<file path="config.mk">
export PLATFORM = sky130hd
export DESIGN_NAME = bf16_div_arbiter
export DESIGN_NICKNAME = d
export VERILOG_FILES = /design/src/rtl/bf16_div_arbiter.sv
export SDC_FILE = /design/constraint.sdc
export NUM_CORES = 1
export LEC_CHECK = 0
export BUFFER_PORTS_ARGS = -buffer_cell sky130_fd_sc_hd__buf_2
export CAP_MARGIN = 20
export CORE_MARGIN = 2
export CORE_UTILIZATION = 45
export DETAILED_ROUTE_END_ITERATION = 7
export MAX_ROUTING_LAYER = met4
export PLACE_DENSITY_LB_ADDON = 0.15
export RECOVER_POWER = 50
export SYNTH_ARGS = -nofsm -noshare
export SYNTH_HDL_FRONTEND = slang
export SYNTH_SLANG_ARGS = --single-unit
</file>
<file path="constraint.sdc">
create_clock -name clk -period 4.35 [get_ports clk]
set_input_delay 0 -clock clk [delete_from_list [all_inputs] [get_ports clk]]
set_output_delay 0 -clock clk [all_outputs]
set_load 0.01 [all_outputs]
</file>
<file path="src/rtl/bf16_div_arbiter.sv">
// bf16_div_arbiter: round-robin sharing of one multi-cycle bf16 divider among NREQ requesters,
// one operation in flight, id-tagged responses and a watchdog abort for a hung divider.
module bf16_div_arbiter #(
    parameter int NREQ    = 4,
    parameter int IDW     = 2,
    parameter int TIMEOUT = 15
) (
    input  logic                 clk,
    input  logic                 rst,
    input  logic [NREQ-1:0]      req_vld,
    output logic [NREQ-1:0]      req_rdy,
    input  logic [16*NREQ-1:0]   req_a,
    input  logic [16*NREQ-1:0]   req_b,
    output logic                 rsp_vld,
    output logic [IDW-1:0]       rsp_id,
    output logic [15:0]          rsp_res,
    output logic                 rsp_exc,
    output logic                 rsp_timeout,
    output logic                 busy,
    output logic [15:0]          div_a,
    output logic [15:0]          div_b,
    output logic                 div_en,
    input  logic [15:0]          div_res,
    input  logic                 div_exc,
    input  logic                 div_res_vld
);
    typedef enum logic [1:0] {IDLE, ISSUE, WAIT, RESP} state_t;
    state_t          state;
    logic [IDW-1:0]  rr_ptr, cur_id, gnt_id;
    logic [7:0]      cnt;
    logic [NREQ-1:0] gnt;
    logic            found;
    int              idx;
    assign req_rdy = gnt;
    assign rsp_vld = state == RESP;
    assign rsp_id  = cur_id;
    assign busy    = state != IDLE;
    assign div_en  = state == ISSUE || state == WAIT;
    // Search starts just above the last winner so every holder is served within NREQ operations.
    always_comb begin
        gnt    = '0;
        gnt_id = '0;
        found  = 1'b0;
        idx    = 0;
        if (state == IDLE && !rst)
            for (int k = 1; k <= NREQ; k++) begin
                idx = (int'(rr_ptr) + k) % NREQ;
                if (!found && req_vld[idx]) begin
                    found    = 1'b1;
                    gnt[idx] = 1'b1;
                    gnt_id   = IDW'(idx);
                end
            end
    end
    always_ff @(posedge clk or posedge rst) begin
        if (rst) begin
            state       <= IDLE;
            rr_ptr      <= IDW'(NREQ - 1);
            cur_id      <= '0;
            cnt         <= '0;
            div_a       <= '0;
            div_b       <= '0;
            rsp_res     <= '0;
            rsp_exc     <= 1'b0;
            rsp_timeout <= 1'b0;
        end else begin
            case (state)
                IDLE: if (found) begin
                    div_a  <= req_a[16*int'(gnt_id) +: 16];
                    div_b  <= req_b[16*int'(gnt_id) +: 16];
                    cur_id <= gnt_id;
                    state  <= ISSUE;
                end
                ISSUE: begin
                    cnt   <= '0;
                    state <= WAIT;
                end
                WAIT: begin
                    cnt <= cnt + 8'd1;
                    // A result arriving on the expiry cycle still beats the watchdog.
                    if (div_res_vld) begin
                        rsp_res     <= div_res;
                        rsp_exc     <= div_exc;
                        rsp_timeout <= 1'b0;
                        state       <= RESP;
                    end else if (cnt == 8'(TIMEOUT - 1)) begin
                        rsp_res     <= 16'h0000;
                        rsp_exc     <= 1'b1;
                        rsp_timeout <= 1'b1;
                        state       <= RESP;
                    end
                end
                RESP: begin
                    rr_ptr <= cur_id;
                    state  <= IDLE;
                end
                default: state <= IDLE;
            endcase
        end
    end
endmodule
</file>
Yosys cells after proc, flatten, opt, wreduce, memory -nomap -nowiden
Cells that the tools add are included.
{ "totals": {"ff_bits": 64, "input_bits": 152, "output_inout_bits": 59, "word_cells": 112} }
{ "classes": {"add_sub_neg": 5, "magnitude_cmp": 8, "n_eq_ne": 6, "shift": 2, "muxes": 51, "bitwise_logic": 7, "reduce_logical": 24} }
{ "ops": {"columns": ["operator", "n"], "rows": [
  ["variable part select 64 x 7 -> 16 bit", 2],
  ["two-way mux 16 bit", 2],
  ["two-way mux 4 bit", 8],
  ["two-way mux 1 bit", 23],
  ["less-than comparator 3 x 4 -> 1 bit (second input constant)", 4],
  ["two-way mux 2 bit", 8],
  ["case mux 8 bit (2 select lines)", 1],
  [">= comparator 3 x 1 -> 1 bit (second input constant)", 4],
  ["OR 4 bit", 3],
  ["adder 8 x 1 -> 8 bit (second input constant)", 1],
  ["binary-select mux 1 bit (select 2 bit)", 4],
  ["demux 1 bit (select 2 bit)", 4],
  ["equality test 8 x 4 -> 1 bit (second input constant)", 1],
  ["logical AND 1 bit", 8],
  ["case mux 2 bit (4 select lines)", 1],
  ["OR reduction 2 bit", 4],
  ["AND reduction 2 bit", 3],
  ["nonzero test 2 bit", 3],
  ["adder 2 x 1 -> 2 bit (second input constant)", 2],
  ["adder 2 bit (second input constant)", 2],
  ["bitwise AND 1 bit (first input constant)", 4],
  ["equality test 2 bit (second input constant)", 2],
  ["zero test 1 bit", 4],
  ["inequality test 3 x 2 -> 1 bit (second input constant)", 1],
  ["other kinds (4)", 4]
]} }

Longest topological paths before layout
{ "depth": {"word_depth": 22, "ltp_mapped": 12, "depth_no_buf": 8} }

Least setup slack after synthesis
Ideal clock, no wire load.
{ "synth_timing": {"path_type": "register -> output", "startpoint": "register rr_ptr[0]", "endpoint": "output req_rdy[1]", "t_arrival_ns": 2.884, "slack_ns": 1.466, "path_stages_with_launch": 9, "path_cell_list": "dfstp_2 -> clkbuf_1 -> inv_1 -> ha_1 -> clkbuf_1 -> mux4_2 -> a211oi_1 -> a222oi_1 -> a21oi_1"} }
{ "synth_between": {"elab_chain_len": 18} }
{ "synth_lines": {"columns": ["element", "line", "text"], "rows": [
  ["start: declaration", "29", "logic [IDW-1:0] rr_ptr, cur_id, gnt_id;"],
  ["start signal: assignment", "58", "rr_ptr <= IDW'(NREQ - 1);"],
  ["start signal: assignment", "94", "rr_ptr <= cur_id;"],
  ["adder 2 x 1 -> 2 bit", "47", "idx = (int'(rr_ptr) + k) % NREQ;"],
  ["OR reduction 2 bit (no line) or binary-select mux 1 bit (select 2 bit) (tied branches)", null, null],
  ["bitwise AND 1 bit (no line) or two-way mux 1 bit (tied branches)", null, null],
  ["less-than comparator 3 x 4 -> 1 bit (not written as such) (tied with other cells)", "50", "gnt[idx] = 1'b1;"],
  ["logical AND 1 bit (not written as such) or two-way mux 1 bit (tied branches)", "50, 48", null],
  ["two-way mux 1 bit (on tied branches)", "50, 45", null],
  ["demux 1 bit (select 2 bit) or zero test 1 bit (tied branches)", "50, 48", null],
  ["two-way mux 4 bit or logical AND 1 bit (tied branches)", "48", "if (!found && req_vld[idx]) begin"],
  ["[... 2 more ...]", null, null],
  ["two-way mux 4 bit or zero test 1 bit (tied branches)", "48", null],
  ["two-way mux 4 bit or logical AND 1 bit (tied branches)", "45, 48", null],
  ["OR 4 bit (no line) or two-way mux 1 bit (tied branches)", null, null],
  ["two-way mux 4 bit or two-way mux 1 bit (tied branches)", "48, 45", null],
  ["two-way mux 4 bit or zero test 1 bit (tied branches)", "45, 48", null],
  ["OR 4 bit (no line) or logical AND 1 bit (tied branches)", null, null],
  ["two-way mux 4 bit *", "48", null],
  ["two-way mux 4 bit *", "45", "if (state == IDLE && !rst)"],
  ["end: declaration", "11", "output logic [NREQ-1:0] req_rdy,"]
]} }
Mark *: on every way between the ends. The rest lies on a longest branch, timed or not. The select of a mux whose other input is x is not followed.

Final worst setup path
{ "layout_timing": {"startpoint": "register rr_ptr[0]", "endpoint": "register div_b[13]"} }
{ "layout_between": {"elab_chain_len": 19} }
{ "layout_lines": {"columns": ["element", "line", "text"], "rows": [
  ["adder 2 x 1 -> 2 bit", "47", null],
  ["binary-select mux 1 bit (select 2 bit)", "48", null],
  ["two-way mux 1 bit (not written as such) (2 in a row)", "48", null],
  ["two-way mux 1 bit", "48", null],
  ["two-way mux 1 bit", "45", null],
  ["zero test 1 bit", "48", null],
  ["logical AND 1 bit", "48", null],
  ["two-way mux 1 bit", "48", null],
  ["[... 2 more ...]", null, null],
  ["logical AND 1 bit", "48", null],
  ["two-way mux 1 bit", "48", null],
  ["two-way mux 1 bit", "45", null],
  ["zero test 1 bit", "48", null],
  ["logical AND 1 bit", "48", null],
  ["two-way mux 2 bit or two-way mux 1 bit (tied branches)", "48", null],
  ["two-way mux 2 bit or two-way mux 1 bit (tied branches)", "45", null],
  ["variable part select 64 x 7 -> 16 bit or AND reduction 2 bit (tied branches)", null, null],
  ["end signal: assignment", "70", "div_b <= req_b[16*int'(gnt_id) +: 16];"],
  ["end: declaration", "21", "output logic [15:0] div_b,"]
]} }
Parallel ways exist; a longest one is shown, timed or not. The select of a mux whose other input is x is not followed.
A chain may end at the register's enable or synchronous reset.

==> impl_metrics.ini <==
[power_and_ir_drop]
p_seq_share_pct = 29.7
p_leak_uw = 0.003265
power_per_cell_area_nw_per_um2 = 576.3
ir_worst_vdd_v = 0.0003059
p_sw_share_pct = 41.44
p_int_uw = 2100
p_switching_uw = 1486
pwr-share-clk_pct = 14.5
combPwrFrac_pct = 55.7

[cts]
cts_tree = built
root_buffer = clkbuf_8
clk_latency_ps = 350
cts_sinks = 64
cts_buffers = 9
cts_max_level = 3
clkTransAtPathRegs_ps = 90
cts_max_path_buffers = 2

[timing]
period_share_pct = 94.02
fmax_mhz = 244.5
fin_setup_tns_ps = 0
holdWs_ps = 6.288
slew-limit-headroom_pct = -130.1
fin_crit_ps = 4090
final_hold_viol_count = 0
clock_skew_ps = 17.26
setup-violations-final = 0
rsz0062_at_grt = no
worst_pin_slew_ps = 3451
drv_slew = 65
setup_ws_ps = 260.2

[routing]
drt_iter0_markers = 147
drt-total-wl_um = 12770
vias_per_cell = 5.352
drtPass1Iterations = 5
vias = 4212
drt.antenna.violating_nets = 0
routedWlPerCell_um = 16.23
drc = 0

[synthesis]
synth_area_um2 = 4068
ys.warnings.count = 0
synth_fp_nets = 549
async_flop_share_pct = 100.0
synth-edff-count = 0
avgSynthCellArea_um2 = 10.62
ys_seq_area_share_pct = 39.43
synth_cell_type_count = 47
ys_seq_elements = 64
synthFlopType = dfrtp_1
syn_inst = 383

[run]
drv_cap = 1

[die]
dieHeight_um = 99.08
core_um2 = 8763
dieArea_um2 = 9816
ios = 211
die-width_um = 99.08
initial_utilization_pct = 46.42
num_rows = 34

[min_path]
hp-class = in2reg

[status]
violations = capacitance limit, slew limit
status = finished with violations

[placed_design]
place_congestion = 0.8182
place_inst = 675
pre_cts_slack_ps = 1288
dp_hpwl_um = 8368
portBuffers = 210

[critical_path]
worstPathCellList = inv_1 -> ha_2 -> nor2b_1 -> o21ai_0 -> a31oi_1 -> nand2_4 -> buf_16 -> mux2i_1 -> dlygate4sd3_1 -> o221ai_2 -> dlygate4sd3_1
worstPathArrival_ps = 4310
cp_common_cell = dlygate4sd3_1
crit_slowest_cell = dfstp_2
crit_path_max_incr_delay_ps = 730
endpoint_kind = flip-flop
crit_path_max_fanout = 50
crit_required_ps = 4570
path_class = reg2reg
rrSetupSlack_ps = 260
critPathLaunchType = flip-flop

[cells_and_area]
layout.cells.non_filler = 787
nNetsFinal = 840
final_layout_size_suffix_gt1_share_pct = 31.37
area_growth_pct = 53.00
antenna_cells = 0

[global_route]
grt_pass1_wl_um = 20230
gr-total-overflow = 0
grt_pass1_vias = 4323
grt_start_max_net_pins = 65
antenna_found_initial = 0
grt.total_usage_pct = 26.45
path summary, 6_finish.rpt:
check	start	endpoint	cells after the start
setup reg to reg	rr_ptr[0]$_DFFE_PP1P_	div_b[13]$_DFFE_PP0P_	11
min in group asynchronous	rst	state[0]$_DFFE_PP0P_	4
max in group asynchronous	rst	div_a[5]$_DFFE_PP0P_	4
setup / recovery	rr_ptr[0]$_DFFE_PP1P_	div_b[13]$_DFFE_PP0P_	11
hold reg to reg	div_a[13]$_DFFE_PP0P_	div_a[13]$_DFFE_PP0P_	2
hold / removal	req_a[22]	div_a[6]$_DFFE_PP0P_	3
synthesized netlist by cell type, types with 7 or more instances:
master	n	area share [%]
a22o_1	16	3.4
nor2_1	11	1.0
o21ai_0	10	1.2
a21oi_1	8	0.98
clkbuf_1	12	1.1
nand2_1	62	5.7
nand3_1	7	0.86
inv_1	13	1.2
ha_1	14	4.3
mux2i_1	68	17
buf_4	9	1.7
o221ai_1	7	1.5
o221ai_2	25	9.2
dfrtp_1	62	38
flip-flops by register name, indices dropped and copies added, names as in the netlist:
register and count:
state 2, div_a 16, rr_ptr 2, rsp_timeout 1
rsp_res 16, div_b 16, rsp_id 2, cnt 8
rsp_exc 1
per-layer routing:
layer	share of wire, %	up-vias	track usage (%)	routed length, um
li1	-	1992	-	-
met1	39	2025	30.21	4973
met2	53	183	47.40	6807
met3	6.7	12	4.965	851
met4	1.1	0	7.165	141
met5	0	-	-	0
repair_timing:
action                                 CTS  global route
endpoints found under the hold margin  108             0
hold buffers                            96             0
gates resized for setup                  0             2
setup endpoints to repair                0            14
setup buffers                            0             0
per-stage QoR:
stage | area, um^2 | utilization (%) | total power [uW]
finish | 6223 | 71.02 | 3587
global route | 6223 | 71.02 | 3831
CTS | 6282 | 71.69 | 3628
detailed placement | 5127 | 58.51 | 2811
global placement | 5127 | 58.51 | 2763
floorplan | 4068 | - | 2261
cell usage in the layout, fill, tap and decap left out, types with 2 or more instances in the layout:
master / Yosys / layout
buf_4: 9 / 2
a211oi_1: 2 / 2
nand2_1: 62 / 61
a31oi_1: 2 / 2
clkbuf_1: 12 / 53
o21ai_0: 10 / 10
nor2b_1: 5 / 5
ha_1: 14 / 13
mux2i_1: 68 / 68
dfrtp_1: 62 / 62
a22o_1: 16 / 16
inv_1: 13 / 13
o22ai_1: 2 / 2
a21oi_1: 8 / 8
dfstp_2: 2 / 2
clkinv_2: 0 / 3
nor3_1: 2 / 2
and3b_1: 2 / 2
nand2b_1: 3 / 3
and2_1: 2 / 2
nand4_1: 2 / 2
a22oi_1: 2 / 2
nand3_1: 7 / 7
o221ai_2: 25 / 25
clkbuf_8: 0 / 9
nor2_1: 11 / 11
o221ai_1: 7 / 7
buf_2: 6 / 158
a222oi_1: 4 / 4
xor2_1: 2 / 2
dlygate4sd3_1: 0 / 96
critical path, delay by kind of cell (launching register included):
family	cells	cell delay [ps]
and+or+nand+nor	2	390
DFF	1	730
buffers and inverters	4	1720
adders and majority gates	1	460
AOI/OAI and AO/OA	3	390
muxes	1	250
power by group through the flow:
stage / logic (uW) / registers (uW) / clock network (uW)
after floorplan: 1120 / 1140 / 0
after global placement: 1710 / 1050 / 0
after detailed placement: 1760 / 1060 / 0
after CTS: 2040 / 1050 / 529
after global routing: 2180 / 1100 / 549
final: 2000 / 1070 / 520
layout make-up:
cell class / count / area [um^2]
multi-input combinational: 276 / 2248
tap: 108 / 135.1
sequential: 64 / 1604
timing repair buffer: 310 / 1993
fill: 668 / 2540
inverter: 13 / 48.80
clock buffer: 9 / 123.9
clock inverter: 7 / 70.07
logic make-up (layout without fill, tap and decap cells):
logic type	Yosys count	count (layout)	synth area share [%]
multiplexers	70	70	17.56
AND/OR/NAND/NOR	103	103	11.72
adder cells (fa/ha/maj)	14	14	4.306
flip-flops	64	64	39.43
AO/OA/AOI/OAI	86	86	20.79
buffers and inverters	43	339	5.537
XOR/XNOR	3	3	0.6461
Note: power is estimated with default switching activity, not from simulation.
